==> src/rtl/gpio_arb_pkg.sv <==
// Shared types and constants for the GPIO output arbiter.
package gpio_arb_pkg;

    typedef enum logic [1:0] {
        IDLE  = 2'd0,
        DRIVE = 2'd1,
        GAP   = 2'd2
    } gpio_arb_state_t;

    localparam logic [31:0] GPIO_ARB_IDLE_VALUE = '0;

    // Round-robin pointer advance; works for any requester count, not just powers of 2.
    function automatic int wrapInc(input int idx, input int n);
        return (idx + 1 >= n) ? 0 : idx + 1;
    endfunction

endpackage

==> src/rtl/gpio_rr_picker.sv <==
// Combinational round-robin picker: first valid requester at or above rrPtr_i, wrapping.
module gpio_rr_picker #(
    parameter int NUM_REQ = 4,
    parameter int ID_W    = 2
) (
    input  logic [NUM_REQ-1:0] valid_i,
    input  logic [ID_W-1:0]    rrPtr_i,
    output logic [NUM_REQ-1:0] grant_o,
    output logic [ID_W-1:0]    idx_o,
    output logic               anyValid_o
);

    logic [2*NUM_REQ-1:0] searchVec;
    logic                 found;

    // The lower copy is masked below the pointer; the upper copy supplies the wrapped tail.
    always_comb begin
        searchVec = {valid_i, valid_i};
        for (int i = 0; i < NUM_REQ; i++) begin
            if (i < int'(rrPtr_i)) begin
                searchVec[i] = 1'b0;
            end
        end
        found   = 1'b0;
        grant_o = '0;
        idx_o   = '0;
        for (int i = 0; i < 2*NUM_REQ; i++) begin
            if (!found && searchVec[i]) begin
                found                = 1'b1;
                idx_o                = ID_W'(i % NUM_REQ);
                grant_o[i % NUM_REQ] = 1'b1;
            end
        end
    end

    assign anyValid_o = |valid_i;

endmodule

==> src/rtl/gpio_out_arbiter.sv <==
// Round-robin arbiter sharing one GPIO output bus; each winner drives its value for its hold
// time, followed by a one-cycle turnaround.
module gpio_out_arbiter
    import gpio_arb_pkg::*;
#(
    parameter int               NUM_REQ    = 4,
    parameter int               WIDTH      = 32,
    parameter int               HOLD_W     = 8,
    parameter logic [WIDTH-1:0] IDLE_VALUE = WIDTH'(GPIO_ARB_IDLE_VALUE),
    localparam int              ID_W       = (NUM_REQ > 1) ? $clog2(NUM_REQ) : 1
) (
    input  logic                      clk_i,
    input  logic                      rst_i,
    input  logic [NUM_REQ-1:0]        req_valid_i,
    output logic [NUM_REQ-1:0]        req_ready_o,
    input  logic [NUM_REQ*WIDTH-1:0]  req_data_i,
    input  logic [NUM_REQ*HOLD_W-1:0] req_hold_i,
    output logic [WIDTH-1:0]          gpio_pin_o,
    output logic                      gpio_oe_o,
    output logic [ID_W-1:0]           grant_id_o,
    output logic                      busy_o,
    output logic                      done_o
);

    gpio_arb_state_t    state_q;
    logic [ID_W-1:0]    rrPtr_q;
    logic [ID_W-1:0]    rrPtr_d;
    logic [ID_W-1:0]    grantId_q;
    logic [HOLD_W-1:0]  cnt_q;
    logic [HOLD_W-1:0]  cnt_d;
    logic [WIDTH-1:0]   pin_q;
    logic               oe_q;
    logic               done_q;

    logic [NUM_REQ-1:0] pickOneHot;
    logic [ID_W-1:0]    pickIdx;
    logic               anyValid;
    logic [WIDTH-1:0]   dataSel;
    logic [HOLD_W-1:0]  holdSel;
    logic               handshake;

    gpio_rr_picker #(
        .NUM_REQ (NUM_REQ),
        .ID_W    (ID_W)
    ) u_picker (
        .valid_i    (req_valid_i),
        .rrPtr_i    (rrPtr_q),
        .grant_o    (pickOneHot),
        .idx_o      (pickIdx),
        .anyValid_o (anyValid)
    );

    assign dataSel     = req_data_i[int'(pickIdx)*WIDTH +: WIDTH];
    assign holdSel     = req_hold_i[int'(pickIdx)*HOLD_W +: HOLD_W];
    assign cnt_d       = (holdSel == '0) ? HOLD_W'(1) : holdSel;
    assign rrPtr_d     = ID_W'(wrapInc(int'(pickIdx), NUM_REQ));
    assign handshake   = (state_q == IDLE) && anyValid;
    assign req_ready_o = (state_q == IDLE) ? pickOneHot : '0;

    // done_q is raised one edge early so it coincides with the final drive cycle (cnt_q == 1).
    always_ff @(posedge clk_i or posedge rst_i) begin
        if (rst_i) begin
            state_q   <= IDLE;
            rrPtr_q   <= '0;
            grantId_q <= '0;
            cnt_q     <= '0;
            pin_q     <= IDLE_VALUE;
            oe_q      <= 1'b0;
            done_q    <= 1'b0;
        end else begin
            case (state_q)
                IDLE: begin
                    if (handshake) begin
                        state_q   <= DRIVE;
                        pin_q     <= dataSel;
                        oe_q      <= 1'b1;
                        cnt_q     <= cnt_d;
                        done_q    <= (cnt_d == HOLD_W'(1));
                        grantId_q <= pickIdx;
                        rrPtr_q   <= rrPtr_d;
                    end
                end
                DRIVE: begin
                    if (cnt_q == HOLD_W'(1)) begin
                        state_q <= GAP;
                        pin_q   <= IDLE_VALUE;
                        oe_q    <= 1'b0;
                        done_q  <= 1'b0;
                        cnt_q   <= '0;
                    end else begin
                        cnt_q  <= cnt_q - HOLD_W'(1);
                        done_q <= (cnt_q == HOLD_W'(2));
                    end
                end
                GAP: begin
                    state_q <= IDLE;
                end
                default: begin
                    state_q <= IDLE;
                end
            endcase
        end
    end

    assign gpio_pin_o = pin_q;
    assign gpio_oe_o  = oe_q;
    assign done_o     = done_q;
    assign grant_id_o = grantId_q;
    assign busy_o     = (state_q != IDLE);

    assert property (@(posedge clk_i) disable iff (rst_i) $onehot0(req_ready_o));
    assert property (@(posedge clk_i) disable iff (rst_i) gpio_oe_o |-> (state_q == DRIVE));
    assert property (@(posedge clk_i) disable iff (rst_i) done_o |-> gpio_oe_o);

endmodule

==> config.mk <==
export PLATFORM = sky130hd
export DESIGN_NAME = gpio_out_arbiter
export DESIGN_NICKNAME = d
export VERILOG_FILES = /design/src/rtl/gpio_arb_pkg.sv /design/src/rtl/gpio_rr_picker.sv /design/src/rtl/gpio_out_arbiter.sv
export SDC_FILE = /design/constraint.sdc
export NUM_CORES = 1
export LEC_CHECK = 0
export ABC_AREA = 1
export BUFFER_PORTS_ARGS = -buffer_cell sky130_fd_sc_hd__buf_4
export CORE_UTILIZATION = 40
export DETAILED_ROUTE_END_ITERATION = 16
export GPL_ROUTABILITY_DRIVEN = 0
export PLACE_DENSITY = 0.78
export SLEW_MARGIN = 20
export SYNTH_ARGS = -nofsm -noshare
export SYNTH_HDL_FRONTEND = slang
export SYNTH_SLANG_ARGS = --single-unit
==> constraint.sdc <==
create_clock -name clk_i -period 1.8 [get_ports clk_i]
set_input_delay 0.09 -clock clk_i [delete_from_list [all_inputs] [get_ports clk_i]]
set_output_delay 0.09 -clock clk_i [all_outputs]
set_load 0.1 [all_outputs]
# Word-level counts from Yosys, hierarchy flattened
# Index checks and enable logic that the tools add are counted.
# totals
input_bits	166
elab_cells	87
ff_bits	48
# classes
shifts	2
n_lt_le_gt_ge	4
n_eq_ne	6
add_sub_neg	2
mux	42
n_reduce_logical	24
# op_table
cell	count
128-bit by 8-bit variable part select with 32-bit output	1
32-bit two-way mux	2
32-bit one-hot mux with 2 select lines	1
32-bit by 6-bit variable part select with 8-bit output	1
8-bit two-way mux	3
1-bit two-way mux	22
2-bit two-way mux	9
8-bit by 1-bit equality test with 1-bit output (second input constant)	2
8-bit one-hot mux with 2 select lines	1
8-bit by 2-bit equality test with 1-bit output (second input constant)	1
1-bit logical AND	8
8-bit logical NOT	1
8-bit by 1-bit subtractor with 8-bit output (second input constant)	1
1-bit logical NOT	7
2-bit AND reduction	3
1-bit by 2-bit less-than comparator with 1-bit output (first input constant)	2
4-bit two-way mux	1
2-bit inequality test (second input constant)	2
1-bit one-hot mux with 2 select lines	2
2-bit one-hot mux with 2 select lines	1
2-bit nonzero test	2
4-bit OR reduction	1
2-bit by 1-bit adder with 3-bit output (second input constant)	1
3-bit >= comparator (second input constant)	1
4 further kinds	4

# Longest topological paths before layout
# Gate-level depths: netlist of the first run.
# depth
depth_word	30
mapped_depth	15

# By module
# A second synthesis of the first run with hierarchy kept.
# hier_totals
cells_unflattened	468
hier_area_um2	3365.7
# by_module_without_submodules
mod	n_inst	seq_area_each_um2	cells_each	area_per_inst_um2
gpio_out_arbiter	1	1201.2	441	3244.4
gpio_rr_picker	1	0.0	27	121.4

# Worst setup path after synthesis of the first run
# No wires, ideal clock.
# synth_timing
path_kind	reg-to-output
start	register state_q[0]
end	output port req_ready_o[0]
t_required_ps	1710
path_slack_ps	-801
path_stages_with_launch	4
t_arrival_ps	2511
path_cell_list	dfrtp_1 > nor2_1 > inv_1 > a21oi_1
# synth_between
elab_chain_len	2
# synth_lines
element	line	source
from (decl)	gpio_out_arbiter.sv:25	gpio_arb_state_t state_q;
from (signal assigned)	gpio_out_arbiter.sv:63	state_q <= IDLE;
from (signal assigned)	gpio_out_arbiter.sv:74	state_q <= DRIVE;
from (signal assigned)	gpio_out_arbiter.sv:85	state_q <= GAP;
2-bit logical NOT	gpio_out_arbiter.sv:58	assign req_ready_o = (state_q == IDLE) ? pickOneHot : '0;
4-bit two-way mux	gpio_out_arbiter.sv:58	
to (decl)	gpio_out_arbiter.sv:15	output logic [NUM_REQ-1:0] req_ready_o,
# No other way between the ends.

# Final worst setup path of the first run
# layout_timing
start	register rrPtr_q[0]
end	output port req_ready_o[2]
# layout_between
elab_chain_len	22
# layout_lines
element	line	source
from (decl)	gpio_out_arbiter.sv:26	logic [ID_W-1:0] rrPtr_q;
from (signal assigned)	gpio_out_arbiter.sv:80	rrPtr_q <= rrPtr_d;
1-bit by 2-bit less-than comparator with 1-bit output	gpio_rr_picker.sv:20	if (i < int'(rrPtr_i)) begin
1-bit two-way mux	gpio_rr_picker.sv:20	
1-bit two-way mux	gpio_rr_picker.sv:28	if (!found && searchVec[i]) begin
1-bit logical NOT	gpio_rr_picker.sv:28	
1-bit logical AND	gpio_rr_picker.sv:28	
1-bit two-way mux	gpio_rr_picker.sv:28	
1-bit logical NOT	gpio_rr_picker.sv:28	
1-bit logical AND	gpio_rr_picker.sv:28	
[6 not listed]	-	
1-bit two-way mux	gpio_rr_picker.sv:28	
1-bit logical NOT	gpio_rr_picker.sv:28	
1-bit logical AND	gpio_rr_picker.sv:28	
1-bit two-way mux	gpio_rr_picker.sv:28	
1-bit logical NOT	gpio_rr_picker.sv:28	
1-bit logical AND	gpio_rr_picker.sv:28	
1-bit two-way mux *	gpio_rr_picker.sv:28	
4-bit two-way mux *	gpio_out_arbiter.sv:58	
# Mark *: on every way between the ends. The rest lies on a longest branch, timed or not.

==> flow_results.org, run 1 <==
** Floorplanning
- Area of the core :: 8220 um^2
- Die Outline Area :: roughly 8900 um^2
- In this run the count of I/O pins placed on the die edge is just over 200.
- Die boundary height :: 94.2 um
- Row generation in the floorplan step produced 33 rows.
- Starting density of the core :: 41.4%
- Overall die width :: about 94 um

** Clock tree
- Clock tree synthesis inserted a total of 5 buffers.
- Clock root buffer master :: sky130_fd_sc_hd__clkbuf_8
- Sink count of the clock tree :: 48
- Clock latency of the later-clocked register in the worst-skew pair :: 0.30 ns
- H-tree Lvls :: 2
- TritonCTS clock tree :: built
- The longest clock path from root to sink contains 2 buffers.
- Clk pin slew, worst setup/hold paths :: 0.09 ns

** Critical path
- Tracing the worst setup path back leads to its startpoint at rrPtr_q[0]$_DFFE_PP0P_.
- Worst path slowest cell :: sky130_fd_sc_hd__dfrtp_1
- In this run the critical register-to-register path is captured at done_o$_DFFE_PP0P_.
- Endpoint arrival time on the critical path :: 1.72 ns
- The most critical setup path has its endpoint at req_ready_o[2].
- STA classifies the critical path startpoint as a flop.
- Along the worst path, the maximum fanout reaches 4.
- In this run the register-to-register setup slack is ~0.06 ns.
- Max stage delay on crit path :: 0.39 ns
- Path depth of the worst reg2reg path :: 11
- Traced cell by cell, the critical path runs through inv_2, nand3_4, and2_4, nand2_2, nor2_2, nand3_1, a21oi_2, buf_12.
- Critical Path RT :: 1.71 ns
- Crit path capture type :: output port
- The startpoint identified for the worst register-to-register timing path is rrPtr_q[1]$_DFFE_PP0P_.
- Crit path kind :: flop to output port

** Detailed routing
- Dividing the detail-routed via count by the number of cells gives 5.25.
- The routed layout has about 4200 vias.
- The routed design has 11.7 mm of wire.
- Dividing the detail-routed wire length by the instance count gives roughly 15 um.
- Violation count after the first detailed-route iteration :: 206
- Routed Antenna Nets :: 0
- DRC violations left :: 0
- First-pass detailed-route iteration total :: 4

** Pwr
- IR analysis of the VDD net gives a maximum drop of 1.01 mV.
- Net switching power :: between 6000 and 7000 uW
- Sequential cells account for 18.9% of the total power.
- Power Dens Cells :: roughly 1900 nW/um^2
- In this run, the combinational gates consume around 74% of the power.
- Leakage power summed over all cells :: approximately 0.0028 uW
- Switching power share of the total :: approximately 60%
- Cell internal pwr :: ~4300 uW
- Part of the power in the clock network :: between 7 and 8%

** Timing
- The max-slew violation count came to 0.
- Setup repair after global routing could not meet its margin everywhere.
- Based on the critical path, the design can be clocked at up to between 500 and 600 MHz.
- Clock Skews :: 0.00697 ns
- Min Clock Period, post-route :: 1.81 ns
- For the pin with the worst max-slew slack, the measured transition is 0.441 ns.
- Post-route worst setup slack :: -0.00524 ns
- Headroom to the max-slew limit :: 70.6%
- Setup violations remaining at the end of the flow were counted as 1.
- Setup TNS Final :: -0.00524 ns
- Hold is met by around 0.024 ns.
- Period utilisation layout :: 100%
- Hold Violations, Final :: 0

** Yosys
- Synth Warn # :: 0
- Dominant combinational cell family by area after synthesis :: simple AND/OR/NAND/NOR gates
- Avg Inst Size Synth :: 7.04 um^2
- Summing the areas of all compound-gate instances in the mapped netlist gives 21.9% of the synthesized area.
- The synthesized netlist devotes 1.03% of its cell area to XOR and XNOR gates.
- FF+latch count, synth :: 48
- Of the total synthesized cell area, the portion taken by AND, OR, NAND and NOR gates is 31.9%.
- In the synthesized netlist, mux cells make up 0% of the area.
- Total standard cell area after synthesis :: 3400 um^2
- Proportion of synthesized chip area in sequential cells :: 35.3%
- Count of unique library cells instantiated by Yosys :: 35
- Area share of fa/ha/maj cells after synthesis :: 1.47%
- When the netlist entered floorplanning its net count stood at 653.
- Counting every instance in the synthesized netlist gives between 400 and 500.

** Run
- The tool flagged a number of max-cap violations equal to 0.

** Global route
- Vias in the first global route :: 3934
- Pin count of the biggest net entering global routing :: 52
- Met1 Use GR :: 32.6%
- Met2 Track Usage GR :: 44.9%
- The first global-routing pass estimated 18.1 mm of wire.
- Remaining Overflow, GRT :: 0
- The number of antenna violations at the first check in global routing is 0.
- met2 is the most crowded layer.
- Global routing used approximately 4% of the available met3 tracks.
- In the global route stage, overall resource usage came out at 25.5%.

** Layout
- Non-filler instance count after layout :: 802
- Compared with the post-synthesis result, the final layout area differs by 61.0%.
- Fraction of layout instances using a drive strength above 1 :: 40.3%
- Final layout net count :: 866
- Count of antenna diodes in the layout :: 0

** Placement
- Port bufs :: 206
- Placed Instances :: 786
- Detailed placement ended at an HPWL of 8.85 mm.

** Run status
- Failing checks :: negative setup slack
- Result of the run :: complete, but fails checks

** Hold path
- The tightest min-delay check is of the primary input to flop type.
placed cells by master (no fill, tap or decap), types with 2 or more instances in the layout:
| cell | count |
|---|---|
| sky130_fd_sc_hd__nor2_2 | 7 |
| sky130_fd_sc_hd__a22oi_1 | 3 |
| sky130_fd_sc_hd__nor2_1 | 77 |
| sky130_fd_sc_hd__buf_12 | 8 |
| sky130_fd_sc_hd__inv_1 | 17 |
| sky130_fd_sc_hd__a21oi_1 | 3 |
| sky130_fd_sc_hd__o21ai_1 | 16 |
| sky130_fd_sc_hd__nand2_1 | 110 |
| sky130_fd_sc_hd__o21a_1 | 18 |
| sky130_fd_sc_hd__clkbuf_8 | 5 |
| sky130_fd_sc_hd__a31oi_1 | 3 |
| sky130_fd_sc_hd__nand3_2 | 6 |
| sky130_fd_sc_hd__o21ai_0 | 34 |
| sky130_fd_sc_hd__nor3_1 | 2 |
| sky130_fd_sc_hd__o311ai_1 | 18 |
| sky130_fd_sc_hd__buf_6 | 4 |
| sky130_fd_sc_hd__inv_2 | 5 |
| sky130_fd_sc_hd__nand2_2 | 6 |
| sky130_fd_sc_hd__buf_4 | 219 |
| sky130_fd_sc_hd__dfrtp_1 | 48 |
| sky130_fd_sc_hd__nand2_4 | 2 |
| sky130_fd_sc_hd__ha_1 | 4 |
| sky130_fd_sc_hd__o22ai_1 | 16 |
| sky130_fd_sc_hd__nor2_4 | 3 |
| sky130_fd_sc_hd__a21oi_2 | 3 |
| sky130_fd_sc_hd__xor2_1 | 4 |
| sky130_fd_sc_hd__nand3_1 | 36 |
| sky130_fd_sc_hd__clkinv_2 | 2 |
what timing repair did:
action	4_1_cts	5_1_grt
gates resized for setup	6	23
gates cloned	0	2
buffers inserted	1	4
pin swaps	1	7
hold buffers	1	0
setup endpoints to repair	5	44
hold endpoints to repair	18	0
worst max-delay path, delay by kind of cell (launching register included):
kind	cells	cell delay, ns
and+or+nand+nor	5	0.57
DFF	1	0.39
buffers and inverters	2	0.27
AOI/OAI and AO/OA	1	0.20
layout make-up:
cell class                      instances  area [um^2]
Clock inverter                          2         35.0
Sequential cell                        48         1200
Tap cell                              105          131
Inverter                               26          105
Fill cell                             715         2740
Clock buffer                            6         72.6
Multi-Input combinational cell        381         2030
Timing Repair Buffer                  234         1900
metal layers:
metal	wire [um]	share of wire (%)	vias up
li1	-	-	2071
met1	4830	41	1942
met3	923	7.9	6
met2	5850	50	189
met5	0	0	-
met4	74	0.63	0
flip-flops by register name, indices dropped and copies added (netlist names):
register / flops
done_o: 1
cnt_q: 8
rrPtr_q: 2
gpio_pin_o: 32
gpio_oe_o: 1
grant_id_o: 2
state_q: 2
synth_stat cells:
library cell               instances  area share, %
sky130_fd_sc_hd__a41oi_1           1           0.26
sky130_fd_sc_hd__nand2_2           5           0.92
sky130_fd_sc_hd__nand3_2           2           0.59
sky130_fd_sc_hd__buf_4             8            1.8
sky130_fd_sc_hd__nor3_1            3           0.44
sky130_fd_sc_hd__nor2_4            1           0.33
sky130_fd_sc_hd__buf_2             9            1.3
sky130_fd_sc_hd__a31oi_2           1           0.37
sky130_fd_sc_hd__nand4_1           1           0.18
sky130_fd_sc_hd__nand4_4           1           0.63
sky130_fd_sc_hd__nand2_4           1           0.33
sky130_fd_sc_hd__clkbuf_1          6           0.66
sky130_fd_sc_hd__o21a_1           18            4.0
sky130_fd_sc_hd__o22ai_1          16            2.9
sky130_fd_sc_hd__o21ai_1          16            2.4
sky130_fd_sc_hd__buf_1             1           0.11
sky130_fd_sc_hd__xor2_1            4            1.0
sky130_fd_sc_hd__dfrtp_1          48             35
sky130_fd_sc_hd__clkinv_1          2           0.22
sky130_fd_sc_hd__ha_1              4            1.5
sky130_fd_sc_hd__nand3b_1          1           0.22
sky130_fd_sc_hd__nand2_1         113             12
sky130_fd_sc_hd__inv_2             2           0.22
sky130_fd_sc_hd__nand3_1          41            6.0
sky130_fd_sc_hd__a31oi_1           3           0.55
sky130_fd_sc_hd__a22oi_1           3           0.66
sky130_fd_sc_hd__nor2_2            2           0.37
sky130_fd_sc_hd__o21ai_0          34            5.0
sky130_fd_sc_hd__o21bai_1          1           0.22
sky130_fd_sc_hd__inv_1            22            2.4
sky130_fd_sc_hd__and2_4            1           0.26
sky130_fd_sc_hd__o311ai_1         18            4.6
sky130_fd_sc_hd__nor2_1           83            9.2
sky130_fd_sc_hd__buf_6             5            1.7
sky130_fd_sc_hd__a21oi_1           6           0.88
metrics by stage:
step | util [%] | power (uW) | area, um^2 | setup slack [ns]
after floorplan | - | 7550 | 3470 | -0.391
after global placement | 63.0 | 9200 | 5170 | 0.0678
after detailed placement | 63.0 | 9340 | 5170 | 0.00921
after CTS | 64.8 | 10200 | 5320 | 0.000912
after global routing | 66.6 | 11000 | 5470 | -0.107
final | 66.6 | 10400 | 5470 | -0.00524
worst min path at each step:
stage,from,endpoint,slack [ns],depth (start not counted)
6_report,req_data_i[6],gpio_pin_o[6]$_DFFE_PP0P_,0.02,3
4_1_cts,req_data_i[4],gpio_pin_o[4]$_DFFE_PP0P_,0.02,3
3_3_place_gp,rst_i,gpio_pin_o[27]$_DFFE_PP0P_,0.13,2
2_1_floorplan,req_data_i[1],gpio_pin_o[1]$_DFFE_PP0P_,0.24,2
3_5_place_dp,rst_i,gpio_pin_o[28]$_DFFE_PP0P_,0.14,2
5_1_grt,req_data_i[6],gpio_pin_o[6]$_DFFE_PP0P_,0.03,3
power by group through the flow:
stage                     clock, uW  sequential (uW)  combinational (uW)
after global placement            0             1950                7250
final                           775             1970                7650
after detailed placement          0             1960                7370
after floorplan                   0             4710                2840
after global routing            833             2030                8150
after CTS                       802             1950                7410
kinds of logic (layout without fill, tap and decap cells):
| logic type | Yosys count | count (layout) |
|---|---|---|
| and+or+nand+nor | 255 | 256 |
| AOI/OAI and AO/OA | 117 | 117 |
| buffers and inverters | 55 | 268 |
| DFF | 48 | 48 |
| adders and majority gates | 4 | 4 |
| xor gates and xnor gates | 4 | 4 |
No activity file was read; power rests on OpenSTA's default activity.
==> inputs of run 2 (changes only) <==
==> constraint.sdc (replaced) <==
create_clock -name clk_i -period 1.45 [get_ports clk_i]
set_input_delay 0.0725 -clock clk_i [delete_from_list [all_inputs] [get_ports clk_i]]
set_output_delay 0.0725 -clock clk_i [all_outputs]
set_load 0.1 [all_outputs]
==> flow_results.org, run 2 (synthesis gave the netlist of run 1 again) <==
** Placement
- Counting tap cells, the placed design contains a total of 818 instances.
- Before CTS, the worst setup slack after placement is -0.364 ns.
- Port bufs :: 206
- DPL Wire Length :: 9.02 mm

** Run status
- The checks that failed: negative setup slack.
- The flow ran to the end, but the final reports show violations.

** Clock tree
- Sink count of the clock tree :: 48
- Clk pin slew, worst setup/hold paths :: 0.09 ns
- CTS built an H-tree with a depth of 2.
- Counting along the longest clock path gives a buffer depth of 2.
- TritonCTS clock tree :: built
- Clock tree synthesis selected as its root buffer the cell sky130_fd_sc_hd__clkbuf_8.
- Clock latency of the later-clocked register in the worst-skew pair :: 0.30 ns
- Number of buffers created by CTS :: 5

** Floorplanning
- The initial utilization of the core area, before any placement, comes to roughly two fifths.
- Die Outline Area :: 8870 um^2
- Std cell rows :: 33
- Top-Level Pins :: 207
- The die is 94.2 um tall.
- The core region is 8220 um^2.
- The die is 94.2 um wide.

** Detailed routing
- Detail-routed via count per cell :: 5.49
- After detailed routing, the total wire length is 14.7 mm.
- After detailed routing, the number of remaining DRC violations is 0.
- For this block, the initial DRC count from the detailed router was 194.
- The final route contains 4679 vias.
- Met3 Routed Length :: roughly 940 um
- Once detail routing completed, the nets flagged for antenna violations numbered 0.
- The first detailed-routing pass took 4 iterations.
- After detailed routing, the met2 layer carries 7.76 mm of wire.
- Post-Route M1 WL :: 5.54 mm
- Dividing the detail-routed wire length by the instance count gives 17.3 um.
- Max layer used :: met4

** Timing
- At the pin with the least slew margin, the transition time is ~0.44 ns.
- Hold Violations, Final :: 0
- The max-slew violation count was 0.
- Number of endpoints failing setup at the final stage :: 50
- The worst path uses 133% of the clock period.
- Post-route worst setup slack :: -0.476 ns
- Setup repair after global routing missed its margin :: yes
- Setup TNS Final :: -15.27 ns
- The routed design could run at a clock period as short as 1.93 ns.
- Between clock sinks in the finished design, the worst skew comes to 0.00534 ns.
- Static timing analysis puts the maximum clock frequency at 519 MHz.
- Headroom to the max-slew limit :: 70.8%

** Run
- The tool flagged a number of max-cap violations equal to 0.

** Layout
- Non-filler instance count after layout :: 852
- In the final layout, the share of cells above drive strength 1 is about half.
- Area growth from synthesis to final layout :: 89.7%
- The register with the most flip-flops in the layout has 32 of them.
- The layout has 538 filler cells.
- Area of combinational cells with multiple inputs :: 2410 um^2
- The repair_antennas step left the layout with diodes totalling 0.
- The top cell types in the final layout, fill and taps aside, are 248 x sky130_fd_sc_hd__buf_4, 96 x sky130_fd_sc_hd__nand2_1, 62 x sky130_fd_sc_hd__nor2_1.
- The library cell used most frequently in the layout, excluding fill and tap cells, is sky130_fd_sc_hd__buf_4.
- In the final layout, flip-flops and latches occupy 1200 um^2.
- Final layout net count :: just over 900

** Critical path
- Critical Path Source Type :: flop
- Grouping stages by cell kind, the critical path spends the most delay in simple AND/OR/NAND/NOR gates.
- Max Fanout on Critical Path :: 6
- Critical path buffer and inverter count :: 1
- The worst setup path is captured at a flop.
- On the worst path, the slowest cell contributes a delay of 0.41 ns.
- STA puts the critical path data required time at 1.68 ns.
- The critical path goes through nand2_2, nand2_4, nand3_2, nand2_2, nand2_4, nand2_8, buf_12, nand2_2, nand3_1, nand2_1, nand2_1, nor2_1, nand2_1, a21oi_2.
- Crit path kind :: flop to flop
- Worst path slowest cell :: sky130_fd_sc_hd__dfrtp_1
- Endpoint arrival time on the critical path :: roughly 2.2 ns

** Global route
- Remaining Overflow, GRT :: 0
- First-pass GRT wire length :: 19.8 mm
- Global routing used 28.5% of the available tracks.
- Vias in the first global route :: 4267
- Pin count of the biggest net entering global routing :: 34
- The number of antenna violations at the first check in global routing is 0.

** Pwr
- Cell internal pwr :: approximately 6600 uW
- Max rail drop VDD :: 1.40 mV
- The share of total power dissipated in sequential elements is 15.7%.
- Power Dens Cells :: 2370 nW/um^2
- Switching power share of the total :: 56.9%
- The clock network is responsible for 6.4% of the overall power.
- For this design the total switching power over the nets is 8670 uW.
- Leakage power summed over all cells :: 0.00317 uW
- Combinational power share :: 77.9%

** Hold path
- Hold Crit Class :: primary input to flop
## run 2: path summary, 6_finish.rpt
path | slack (ns) | endpoint | from | depth (start not counted)
min in group asynchronous | 0.32 | gpio_pin_o[6]$_DFFE_PP0P_ | rst_i | 3
max in group asynchronous | 0.62 | gpio_pin_o[27]$_DFFE_PP0P_ | rst_i | 4
hold / removal | 0.01 | gpio_pin_o[14]$_DFFE_PP0P_ | req_data_i[14] | 3
setup reg to reg | -0.48 | cnt_q[0]$_DFFE_PP0P_ | rrPtr_q[1]$_DFFE_PP0P_ | 14
hold reg to reg | 0.48 | gpio_pin_o[16]$_DFFE_PP0P_ | gpio_pin_o[16]$_DFFE_PP0P_ | 2
setup / recovery | -0.48 | cnt_q[0]$_DFFE_PP0P_ | rrPtr_q[1]$_DFFE_PP0P_ | 14
## run 2: worst register-to-register path: stages (launching register included)
cell and delay [ns]:
sky130_fd_sc_hd__dfrtp_1 0.41, sky130_fd_sc_hd__nand2_2 0.12, sky130_fd_sc_hd__nand2_4 0.08, sky130_fd_sc_hd__nand3_2 0.07, sky130_fd_sc_hd__nand2_2 0.07, sky130_fd_sc_hd__nand2_4 0.12
sky130_fd_sc_hd__nand2_8 0.10, sky130_fd_sc_hd__buf_12 0.16, sky130_fd_sc_hd__nand2_2 0.05, sky130_fd_sc_hd__nand3_1 0.08, sky130_fd_sc_hd__nand2_1 0.10, sky130_fd_sc_hd__nand2_1 0.07
sky130_fd_sc_hd__nor2_1 0.12, sky130_fd_sc_hd__nand2_1 0.13, sky130_fd_sc_hd__a21oi_2 0.18
## run 2: what timing repair did
action / in CTS / in global routing
gates resized for setup: 84 / 82
hold buffers: 2 / 0
gates cloned: 2 / 8
hold endpoints to repair: 18 / 0
pin swaps: 8 / 29
endpoints found under the setup margin: 51 / 51
setup buffers: 4 / 13
## run 2: power by group through the flow
stage | combinational [uW] | clock [uW] | sequential, uW
6_report | 11900 | 970 | 2400
3_5_place_dp | 9760 | 0 | 2380
4_1_cts | 10400 | 982 | 2380
2_1_floorplan | 3520 | 0 | 5850
3_3_place_gp | 9570 | 0 | 2370
5_1_grt | 12500 | 1020 | 2470
## run 2: metrics by stage
| step | util (%) | power (uW) | hold WS [ns] | instance area [um^2] |
|---|---|---|---|---|
| global placement | 66.0 | 11900 | 0.0954 | 5430 |
| global route | 78.5 | 16000 | 0.00752 | 6450 |
| floorplan | - | 9370 | 0.218 | 3470 |
| detailed placement | 66.0 | 12100 | 0.0957 | 5430 |
| finish | 78.5 | 15300 | 0.0104 | 6450 |
| CTS | 71.4 | 13800 | 0.000756 | 5860 |
## run 2: metal layers
metal,track usage (%),vias up
met3,4.61,41
met4,10.1,0
met1,33.8,2228
met5,0,-
li1,-,2175
met2,51.3,235
## run 2: layout make-up
type | instances | area share, %
Clock inverter | 2 | 0.543
Clock buffer | 6 | 1.13
Inverter | 26 | 1.71
Multi-Input combinational cell | 382 | 37.4
Sequential cell | 48 | 18.6
Timing Repair Buffer | 283 | 38.5
Tap cell | 105 | 2.04
